===== src/rtl/tdm_demux4_seq_pkg.sv =====
// Shared definitions for the 4-slot TDM receive demultiplexer.
// Frame geometry defaults and FSM state encoding.
package tdm_demux4_seq_pkg;

  localparam int NCH_DEF = 4;
  localparam int SW_DEF  = 2;

  typedef enum logic {
    ST_HUNT = 1'b0,
    ST_LOCK = 1'b1
  } state_e;

endpackage


===== src/rtl/tdm_demux4_seq_dec.sv =====
// Gated slot decoder: one-hot load enables from the slot index,
// built as a binary tree of 1-to-2 splits, MSB of sel first.
module demux1to4_dec
  import tdm_demux4_seq_pkg::*;
#(
  parameter int NCH = NCH_DEF,
  parameter int SW  = SW_DEF
) (
  input  logic          we,
  input  logic [SW-1:0] sel,
  output logic [NCH-1:0] ld
);

  // Heap-ordered tree: node p splits into 2p+1 and 2p+2.
  logic [2*NCH-2:0] node;

  assign node[0] = we;

  for (genvar l = 0; l < SW; l++) begin : g_lvl
    for (genvar n = 0; n < (1 << l); n++) begin : g_node
      localparam int P = (1 << l) - 1 + n;
      assign node[2*P+1] = node[P] & ~sel[SW-1-l];
      assign node[2*P+2] = node[P] &  sel[SW-1-l];
    end
  end

  assign ld = node[2*NCH-2:NCH-1];

endmodule


===== src/rtl/tdm_demux4_seq.sv =====
// TDM link receiver: locks a slot counter to frame sync and
// assembles each frame into a registered parallel word.
module tdm_demux4_seq
  import tdm_demux4_seq_pkg::*;
#(
  parameter int NCH = NCH_DEF,
  parameter int SW  = SW_DEF
) (
  input  logic           clk,
  input  logic           rst,
  input  logic           en,
  input  logic           din,
  input  logic           sync,
  output logic [NCH-1:0] y,
  output logic [SW-1:0]  sel,
  output logic           frame_valid,
  output logic           sync_err,
  output logic           locked
);

  state_e         state_q, state_d;
  logic [SW-1:0]  sel_q, sel_d;
  logic [NCH-2:0] shadow_q, shadow_d;
  logic [NCH-1:0] y_q, y_d;
  logic           fv_q, fv_d;
  logic           err_q, err_d;

  logic           misplaced;
  logic           lock_wr;
  logic           restart;
  logic [NCH-1:0] ld;

  assign misplaced = en & sync & (sel_q != '0);
  assign lock_wr   = en & (state_q == ST_LOCK) & ~misplaced;
  assign restart   = en & sync &
                     ((state_q == ST_HUNT) | misplaced);

  demux1to4_dec #(
    .NCH (NCH),
    .SW  (SW)
  ) u_dec (
    .we  (lock_wr),
    .sel (sel_q),
    .ld  (ld)
  );

  always_comb begin
    state_d  = state_q;
    sel_d    = sel_q;
    shadow_d = shadow_q;
    y_d      = y_q;
    fv_d     = 1'b0;
    err_d    = 1'b0;
    unique case (1'b1)
      restart: begin
        shadow_d[0] = din;
        sel_d       = SW'(1);
        state_d     = ST_LOCK;
        err_d       = (state_q == ST_LOCK);
      end
      lock_wr: begin
        for (int k = 0; k < NCH - 1; k++) begin
          if (ld[k]) shadow_d[k] = din;
        end
        sel_d = sel_q + 1'b1;
        // Last slot bypasses the shadow straight into y.
        if (ld[NCH-1]) begin
          y_d  = {din, shadow_q};
          fv_d = 1'b1;
        end
      end
      default: ;
    endcase
  end

  always_ff @(posedge clk) begin
    if (rst) begin
      state_q  <= ST_HUNT;
      sel_q    <= '0;
      shadow_q <= '0;
      y_q      <= '0;
      fv_q     <= 1'b0;
      err_q    <= 1'b0;
    end else begin
      state_q  <= state_d;
      sel_q    <= sel_d;
      shadow_q <= shadow_d;
      y_q      <= y_d;
      fv_q     <= fv_d;
      err_q    <= err_d;
    end
  end

  assign y           = y_q;
  assign sel         = sel_q;
  assign frame_valid = fv_q;
  assign sync_err    = err_q;
  assign locked      = (state_q == ST_LOCK);

endmodule


===== config.mk =====
export PLATFORM = sky130hd
export DESIGN_NAME = tdm_demux4_seq
export DESIGN_NICKNAME = d
export VERILOG_FILES = /design/src/rtl/tdm_demux4_seq_pkg.sv /design/src/rtl/tdm_demux4_seq_dec.sv /design/src/rtl/tdm_demux4_seq.sv
export SDC_FILE = /design/constraint.sdc
export NUM_CORES = 1
export LEC_CHECK = 0
export CELL_PAD_IN_SITES_DETAIL_PLACEMENT = 1
export CELL_PAD_IN_SITES_GLOBAL_PLACEMENT = 1
export CORE_MARGIN = 2
export CORE_UTILIZATION = 30
export CTS_CLUSTER_SIZE = 14
export DETAILED_ROUTE_END_ITERATION = 12
export PLACE_DENSITY = 0.69
export SLEW_MARGIN = 20
export SYNTH_ARGS = -nofsm -noshare
export SYNTH_HDL_FRONTEND = slang
export SYNTH_SLANG_ARGS = --single-unit

===== constraint.sdc =====
create_clock -name clk -period 1.45 [get_ports clk]
set_clock_uncertainty 0.05 [all_clocks]
set_input_delay 0.2175 -clock clk [delete_from_list [all_inputs] [get_ports clk]]
set_output_delay 0.2175 -clock clk [all_outputs]
set_load 0.02 [all_outputs]

==> impl_metrics.py <==
metrics = {
    "final_layout": {
        "diodes": 0,
        "fin_nets": 86,
        "multiInputGateArea_um2": 284,
        "fillers": 189,
        "regArea_um2": 245,
        "fin_cells": 95,
        "drive_above_1_share": 0.304,
        "syn_to_final_growth_pct": 56.8,
    },
    "worst_setup_path": {
        "crit_chain": "inv_4, ha_4, and2b_2, nor4_4, mux2i_1",
        "crit_fanout": 3,
        "crit_path_end_kind": "register",
        "cp.arrival_ps": 1570,
        "path_delay_family": "simple AND/OR/NAND/NOR gates",
        "start_kind": "register",
        "required_ps": 1600,
        "cpPeakStageDelay_ps": 360,
        "r2r_slack_ps": 30,
        "critPathKind": "reg -> reg",
        "path_buf_inv": 1,
        "critPathSlowestCell": "dfxtp_4",
    },
    "clock_tree": {
        "tritoncts": "yes",
        "htreeDepth": 1,
        "insertion_delay_ps": 270,
        "clockRootBuffer": "clkbuf_4",
        "cts_inserted_buffers": 3,
        "path_clk_slew_ps": 80,
        "ctsHoldBuffers": 0,
        "clkSinkCount": 12,
        "clock_path_buffers": 2,
    },
    "timing": {
        "hold_viol_final": 0,
        "period_minus_slack_ps": 1420,
        "whs_ps": 425,
        "report.final.slew_viol_count": 0,
        "fmax_mhz": 702,
        "rsz0062_at_grt": "yes",
        "worstMarginPinSlew_ps": 292,
        "setup_tns_ps": 0,
        "finalCritPeriodShare": 0.982,
        "setup_violations": 0,
        "relSlewSlack": 0.804,
    },
    "power": {
        "finalPower_uw": 704,
        "leakagePower_uw": 0.000375,
        "ir_drop_mv": 0.718,
        "power_density_nw_per_um2": 871,
    },
    "placed_design": {
        "dp_cells": 88,
        "gp_congestion": 0.756,
        "hpwl_um": 863,
        "portBuffers": 13,
    },
    "die": {
        "ioPinCount": 14,
        "dieArea_um2": 2070,
        "die-width_um": 45.5,
        "initial_core_util": 0.331,
        "coreArea_um2": 1560,
        "die_h_um": 45.5,
        "rows": 14,
    },
    "yosys": {
        "synthFlopType": "dfxtp_1",
        "syn-cell-area_um2": 515,
        "ys_types": 20,
        "synth_cells": 51,
        "yosysWarnings": 0,
        "synth_top_area_frac": 0.466,
        "synth-seq-cells": 12,
        "ys_async_sr_fraction": 0,
        "synth.area.top_cells": "dfxtp_1, mux2i_1, nand2b_1",
        "synth_nets": 57,
        "postSynthAreaPerCell_um2": 10.1,
        "ys_seq_area_frac": 0.466,
        "synth_top_cell_by_area": "dfxtp_1",
        "synth-edff-count": 0,
    },
    "route": {
        "drt_iter0_markers": 2,
        "via_per_inst": 4.89,
        "via_count": 465,
        "drtAntennaViolNets": 0,
        "drc": 0,
        "wl_per_cell_um": 12.4,
        "routed_wl_mm": 1.18,
        "drt_pre_antenna_iters": 3,
    },
    "grt": {
        "grt_use_total": 0.138,
        "antenna_found_initial": 0,
        "grt_overflow": 0,
        "grt_max_degree": 8,
        "grt_pass1_wl_mm": 1.95,
        "grt_pass1_vias": 415,
    },
    "min_path": {
        "hold_path.class": "reg -> reg",
    },
    "flow_run": {
        "max-cap-violations": 0,
    },
    "status": {
        "status": "completed",
    },
}
## worst register-to-register path, delay by kind of cell (launching register included)
family	cells	cell delay (ps)
and+or+nand+nor	2	540
muxes	1	220
buffers and inverters	1	60
adders and majority gates	1	130
DFF	1	360
## per-layer routing
layer / track usage / part of all wire / up-vias / routed length, um
met5: 0 / 0 / - / 0
met4: 0.0353 / 0.0085 / 0 / 10
met3: 0.0754 / 0.059 / 2 / 70
met2: 0.203 / 0.45 / 12 / 535
met1: 0.174 / 0.48 / 213 / 562
li1: - / - / 238 / -
## flip-flops by register name, indices dropped and copies added (netlist names)
| register | flops |
|---|---|
| y | 4 |
| shadow_q | 3 |
| sel | 2 |
| frame_valid | 1 |
| locked | 1 |
| sync_err | 1 |
## synthesized netlist by cell type, drive strengths merged (2+ instances only)
cell type,instances
dfxtp,12
nand2b,9
mux2i,7
nor2,3
inv,2
nand4,2
nor3,2
nor4,2
o21ai,2
## layout make-up
class / count / area share
Multi-Input combinational cell: 36 / 0.351
Timing Repair Buffer: 25 / 0.263
Clock buffer: 4 / 0.0449
Tap cell: 16 / 0.0248
Sequential cell: 12 / 0.303
Inverter: 2 / 0.0124
## per-stage QoR
stage	utilization	setup WS [ps]	area (um2)
floorplan	-	11.8	524
global placement	0.474	-48.4	738
detailed placement	0.474	-91.9	738
CTS	0.506	0.459	788
global route	0.518	-49.0	808
finish	0.518	26.0	808
## what timing repair did
item | in CTS | in global routing
pin swaps | 0 | 0
gates resized for setup | 12 | 2
setup endpoints to repair | 10 | 4
buffers inserted | 1 | 2
## cell usage in the layout, fill, tap and decap left out, types with 2 or more instances in the layout
cell type,n
buf_4,12
clkbuf_4,3
clkdlybuf4s50_1,4
dfxtp_1,10
dlygate4sd2_1,8
mux2i_1,7
nand2b_1,9
nand4_1,2
nor2_1,3
nor3_1,2
o21ai_0,2
## cells by family (layout without fill, tap and decap cells)
| kind of cell | after synthesis | count (layout) | share of synthesized area |
|---|---|---|---|
| and+or+nand+nor | 22 | 22 | 0.277 |
| DFF | 12 | 12 | 0.466 |
| muxes | 7 | 7 | 0.136 |
| AOI/OAI and AO/OA | 6 | 6 | 0.0752 |
| buffers and inverters | 3 | 31 | 0.0218 |
| adders and majority gates | 1 | 1 | 0.0243 |
## path summary, 6_finish.rpt
check          from    to  cells past startpoint
min            y[0]  y[0]                      2
max          sel[1]  y[1]                      5
max reg2reg  sel[1]  y[1]                      5
min reg2reg    y[0]  y[0]                      2
## report_power, final
group / total (uW) / internal (uW) / switching, uW
combinational: 101 / 53.5 / 47.8
clock: 262 / 153 / 109
sequential: 340 / 335 / 5.20
total: 704 / 541 / 162
Power figures use the tool's default switching activity.
